## src/rtl/uart_rx.sv

```systemverilog
// UART receiver: 8N1 by default, 8E1 when UART_RX_PARITY_EN is defined.
// Samples at mid-bit using a down-counting bit timer with terminal-count compare.
module uart_rx #(
    parameter int CLOCK_HZ = 10_000_000,
    parameter int BAUD     = 115200
) (
    input  logic       clk_i,
    input  logic       rst_ni,
    input  logic       rx_i,
    output logic [7:0] data_o,
    output logic       done_o,
    output logic       busy_o,
    output logic       frame_error_o,
    output logic       parity_error_o
);

    localparam int TICKS = (CLOCK_HZ + BAUD / 2) / BAUD;
    localparam int CW    = $clog2(TICKS) + 1;

    // Counter expires on zero, so a load of N gives N+1 cycles to the next sample.
    localparam logic [CW-1:0] HALF_LOAD = CW'(TICKS / 2 - 1);
    localparam logic [CW-1:0] FULL_LOAD = CW'(TICKS - 1);

`ifdef UART_RX_PARITY_EN
    typedef enum logic [2:0] {IDLE, START, DATA, PARITY, STOP} state_t;
`else
    typedef enum logic [2:0] {IDLE, START, DATA, STOP} state_t;
`endif

    state_t          state_q, state_d;
    logic [CW-1:0]   cnt_q, cnt_d;
    logic [2:0]      bit_q, bit_d;
    logic [7:0]      shift_q, shift_d;
    logic [7:0]      data_q, data_d;
    logic            done_q, done_d;
    logic            ferr_q, ferr_d;
    logic            perr_q, perr_d;
    logic            rx_meta_q, rx_sync_q, rx_prev_q;
    logic            cnt_zero;
    logic            par_bad;
`ifdef UART_RX_PARITY_EN
    logic            par_bad_q, par_bad_d;
`endif

    assign cnt_zero = (cnt_q == '0);

    always_ff @(posedge clk_i or negedge rst_ni) begin
        if (!rst_ni) begin
            rx_meta_q <= 1'b1;
            rx_sync_q <= 1'b1;
            rx_prev_q <= 1'b1;
        end else begin
            rx_meta_q <= rx_i;
            rx_sync_q <= rx_meta_q;
            rx_prev_q <= rx_sync_q;
        end
    end

    always_ff @(posedge clk_i or negedge rst_ni) begin
        if (!rst_ni) begin
            state_q <= IDLE;
            cnt_q   <= '0;
            bit_q   <= '0;
            shift_q <= '0;
            data_q  <= '0;
            done_q  <= 1'b0;
            ferr_q  <= 1'b0;
            perr_q  <= 1'b0;
        end else begin
            state_q <= state_d;
            cnt_q   <= cnt_d;
            bit_q   <= bit_d;
            shift_q <= shift_d;
            data_q  <= data_d;
            done_q  <= done_d;
            ferr_q  <= ferr_d;
            perr_q  <= perr_d;
        end
    end

`ifdef UART_RX_PARITY_EN
    always_ff @(posedge clk_i or negedge rst_ni) begin
        if (!rst_ni) par_bad_q <= 1'b0;
        else         par_bad_q <= par_bad_d;
    end
    assign par_bad = par_bad_q;
`else
    assign par_bad = 1'b0;
`endif

    always_comb begin
        state_d = state_q;
        cnt_d   = cnt_q;
        bit_d   = bit_q;
        shift_d = shift_q;
        data_d  = data_q;
        done_d  = 1'b0;
        ferr_d  = 1'b0;
        perr_d  = 1'b0;
`ifdef UART_RX_PARITY_EN
        par_bad_d = par_bad_q;
`endif
        unique case (state_q)
            IDLE: begin
                if (rx_prev_q && !rx_sync_q) begin
                    state_d = START;
                    cnt_d   = HALF_LOAD;
                end
            end
            START: begin
                if (cnt_zero) begin
                    // A start bit that is high again at mid-bit was a glitch.
                    if (!rx_sync_q) begin
                        state_d = DATA;
                        cnt_d   = FULL_LOAD;
                        bit_d   = '0;
                    end else begin
                        state_d = IDLE;
                    end
                end else begin
                    cnt_d = cnt_q - CW'(1);
                end
            end
            DATA: begin
                if (cnt_zero) begin
                    shift_d = {rx_sync_q, shift_q[7:1]};
                    cnt_d   = FULL_LOAD;
                    bit_d   = bit_q + 3'd1;
                    if (bit_q == 3'd7) begin
`ifdef UART_RX_PARITY_EN
                        state_d = PARITY;
`else
                        state_d = STOP;
`endif
                    end
                end else begin
                    cnt_d = cnt_q - CW'(1);
                end
            end
`ifdef UART_RX_PARITY_EN
            PARITY: begin
                if (cnt_zero) begin
                    par_bad_d = rx_sync_q ^ (^shift_q);
                    state_d   = STOP;
                    cnt_d     = FULL_LOAD;
                end else begin
                    cnt_d = cnt_q - CW'(1);
                end
            end
`endif
            STOP: begin
                if (cnt_zero) begin
                    state_d = IDLE;
                    perr_d  = par_bad;
                    if (!rx_sync_q) begin
                        ferr_d = 1'b1;
                    end else if (!par_bad) begin
                        data_d = shift_q;
                        done_d = 1'b1;
                    end
                end else begin
                    cnt_d = cnt_q - CW'(1);
                end
            end
            default: state_d = IDLE;
        endcase
    end

    assign data_o         = data_q;
    assign done_o         = done_q;
    assign busy_o         = (state_q != IDLE);
    assign frame_error_o  = ferr_q;
    assign parity_error_o = perr_q;

endmodule

```

## config.mk

```make
export PLATFORM = sky130hd
export DESIGN_NAME = uart_rx
export DESIGN_NICKNAME = d
export VERILOG_FILES = /design/src/rtl/uart_rx.sv
export SDC_FILE = /design/constraint.sdc
export NUM_CORES = 1
export LEC_CHECK = 0
export CELL_PAD_IN_SITES_DETAIL_PLACEMENT = 0
export CELL_PAD_IN_SITES_GLOBAL_PLACEMENT = 1
export CORE_UTILIZATION = 41
export DETAILED_ROUTE_END_ITERATION = 10
export PLACE_DENSITY = 0.71
export SLEW_MARGIN = 5
export SYNTH_ARGS = -nofsm -noshare
export SYNTH_HDL_FRONTEND = slang
export SYNTH_SLANG_ARGS = --single-unit
export TNS_END_PERCENT = 50
```

## constraint.sdc

```tcl
create_clock -name clk_i -period 1.86 [get_ports clk_i]
set_clock_uncertainty 0.05 [all_clocks]
set_input_delay 0.558 -clock clk_i [delete_from_list [all_inputs] [get_ports clk_i]]
set_output_delay 0.558 -clock clk_i [all_outputs]
set_load 0.01 [all_outputs]
```

==> results.toml <==
[run_status]
status = "finished, violations left"
violations = "setup timing"

[sta]
finalMaxSlewViolations = 0
hold_violations = 0
setup_ws_ns = -0.0607
fmaxAchievable_ghz = 0.521
fin_crit_sh = 1.03
hold-worst-slack_ns = 0.306
setup_violations = 8
period_minus_slack_ns = 1.92
rsz0062_at_grt = "yes"

[clock_tree]
clk_latency_ns = 0.28
cts.sinks = 34
htreeDepth = 2
cts_hold_buffers = 0
tritoncts.num_buffers = 5
clkTransAtPathRegs_ns = 0.06
cts_root_buf = "clkbuf_8"
clock_path_buffers = 2
cts_tree = "done"

[power]
powerDensity_nw_per_um2 = 1550
p_seq_frac = 0.279
power.share.combinational = 0.531
p_leak_nw = 1.09
sw_frac_of_total = 0.350
p_clk_frac = 0.190
ir_worst_vdd_mv = 0.814
p_sw_mw = 1.25
power.internal_mw = 2.33
p_total_mw = 3.58

[drt]
dr.pass1.iters = 4
viasPerCell = 5.27
drt_iter0_drc = 62
wirelength_um = 3690
wl_per_cell_um = 15.9
drc = 0
ant_nets = 0
vias = 1223

[layout]
n_antenna_cell = 0
drive_gt1_frac = 0.446
layout_commonest_cell = "dfrtp_1"
final_cells = 232
syn_to_final_growth_pct = 39.1
final_nets = 194
final_cell_mix = "dfrtp_1, buf_4, clkdlybuf4s50_1"
utilization = 0.611

[critical_path]
cp_num_buf_inv = 1
crit_path_cell_trace = "or4_4 > nor4_1 > a2111oi_1 > buf_4 > a211oi_1"
path_max_fanout = 3
critPathSlowestCell = "or4_4"
start_kind = "flop"
crit_path_end_kind = "flop"
critPathMaxStageDelay_ns = 0.58
cp.arrival_ns = 2.04
crit_family = "simple AND/OR/NAND/NOR gates"
critical_path_class = "reg2reg"
cp.required_ns = 1.98

[floorplan]
die_h_um = 65.6
start_util = 0.439
rows = 22
die_x_um = 65.6
die-area_um2 = 4300
ios = 15
core_area_um2 = 3770

[grt]
use_met1 = 0.262
grt.busiest_layer = "met2"
track_usage = 0.199
antenna_found_initial = 0
overflow = 0
met3_usage = 0.0590
use_met2 = 0.299
grt_pass1_vias = 1279
grt_pass1_wl_um = 6240
grt_max_degree = 35

[synth]
ys_seq_area_frac = 0.516
syn_avg_cell_area_um2 = 12.5
synth_flop_cell = "dfrtp_1"
syn_inst = 133
yosysWarnings = 0
ys_types = 47
ys_ff_latch = 34
syn_area_um2 = 1660
syn_nets = 143
synth-edff-count = 0
async_reset_ff_frac = 1.00

[job]
drv_cap = 0

[hold_path]
hold_path.class = "reg2reg"

[place]
io_buffers = 13
hpwl_um = 2430
place_inst = 217
gp_congestion = 0.814
-- cell type report --
| class | instances | area (µm²) |
|---|---|---|
| clock buffers | 6 | 82.6 |
| clock inverters | 1 | 30.0 |
| fillers | 297 | 1470 |
| inverters | 7 | 26.3 |
| multi-input cells | 88 | 827 |
| flip-flops and latches | 34 | 855 |
| well taps | 48 | 60.1 |
| repair buffers | 48 | 424 |
-- power by group through the flow --
stage	sequential (mW)	clock, mW	combinational, mW
global route	1.02	0.729	2.08
detailed placement	1.01	0	1.58
CTS	0.988	0.700	1.75
floorplan	1.01	0	0.873
global placement	0.999	0	1.55
finish	1.00	0.679	1.90
-- cells in the mapped netlist (3+ instances only) --
library cell / number / share of area
ha_1: 7 / 0.053
inv_1: 7 / 0.016
a21oi_1: 4 / 0.012
dfrtp_1: 31 / 0.47
o21ai_0: 6 / 0.018
a32o_1: 3 / 0.018
mux2_2: 8 / 0.054
nor2_1: 4 / 0.0091
dfstp_2: 3 / 0.048
nor3_1: 4 / 0.012
mux2_4: 8 / 0.073
nand2_1: 6 / 0.014
-- worst register-to-register path: stages (launching register included) --
cell       delay (ns)
dfrtp_1          0.38
or4_4            0.58
nor4_1           0.31
a2111oi_1        0.11
buf_4            0.15
a211oi_1         0.24
-- final timing paths --
kind | start | endpoint | cells past startpoint | slack, ns
max in group asynchronous | rst_ni | rx_prev_q | 2 | 0.92
worst max-delay path | cnt_q[6] | cnt_q[5] | 5 | -0.06
worst min register to register | rx_meta_q | rx_sync_q | 0 | 0.31
min in group asynchronous | rst_ni | cnt_q[3] | 2 | 0.59
worst max register to register | cnt_q[6] | cnt_q[5] | 5 | -0.06
worst min-delay path | rx_meta_q | rx_sync_q | 0 | 0.31
-- stage by stage --
step           setup slack (ns)  instance area, µm²  setup TNS [ns]
2_1_floorplan           -0.0502                1660          -0.673
3_3_place_gp             -0.112                2040          -0.214
3_5_place_dp            -0.0590                2040          -0.609
4_1_cts                 -0.0544                2240          -0.317
5_1_grt                  -0.138                2300           -1.11
6_report                -0.0607                2300          -0.292
-- per-layer routing --
layer  routed length (µm)  share of wire
met5                    0              0
met4                   48          0.013
met3                  174          0.047
met2                 1800           0.49
met1                 1660           0.45
-- registers in the layout, indices dropped and copies added (netlist names) --
| register | flops |
|---|---|
| cnt_q | 8 |
| data_o | 8 |
| shift_q | 8 |
| bit_q | 3 |
| state_q | 2 |
| done_o | 1 |
| frame_error_o | 1 |
| rx_meta_q | 1 |
| rx_prev_q | 1 |
| rx_sync_q | 1 |
-- cell families after synthesis --
kind of cell	share of synthesized area
simple gates	0.122
buf+inv	0.0408
flops	0.516
compound gates	0.128
mux	0.133
xor+xnor	0.00529
fa+ha+maj	0.0529
other cells	0.00226
-- what timing repair did --
| action | 4_1_cts | 5_1_grt |
|---|---|---|
| pin swaps | 4 | 4 |
| resized for setup | 17 | 9 |
| endpoints found under the setup margin | 22 | 16 |
| cloned | 1 | 0 |
| buffers inserted | 3 | 4 |
(Power assumes the default switching activity.)
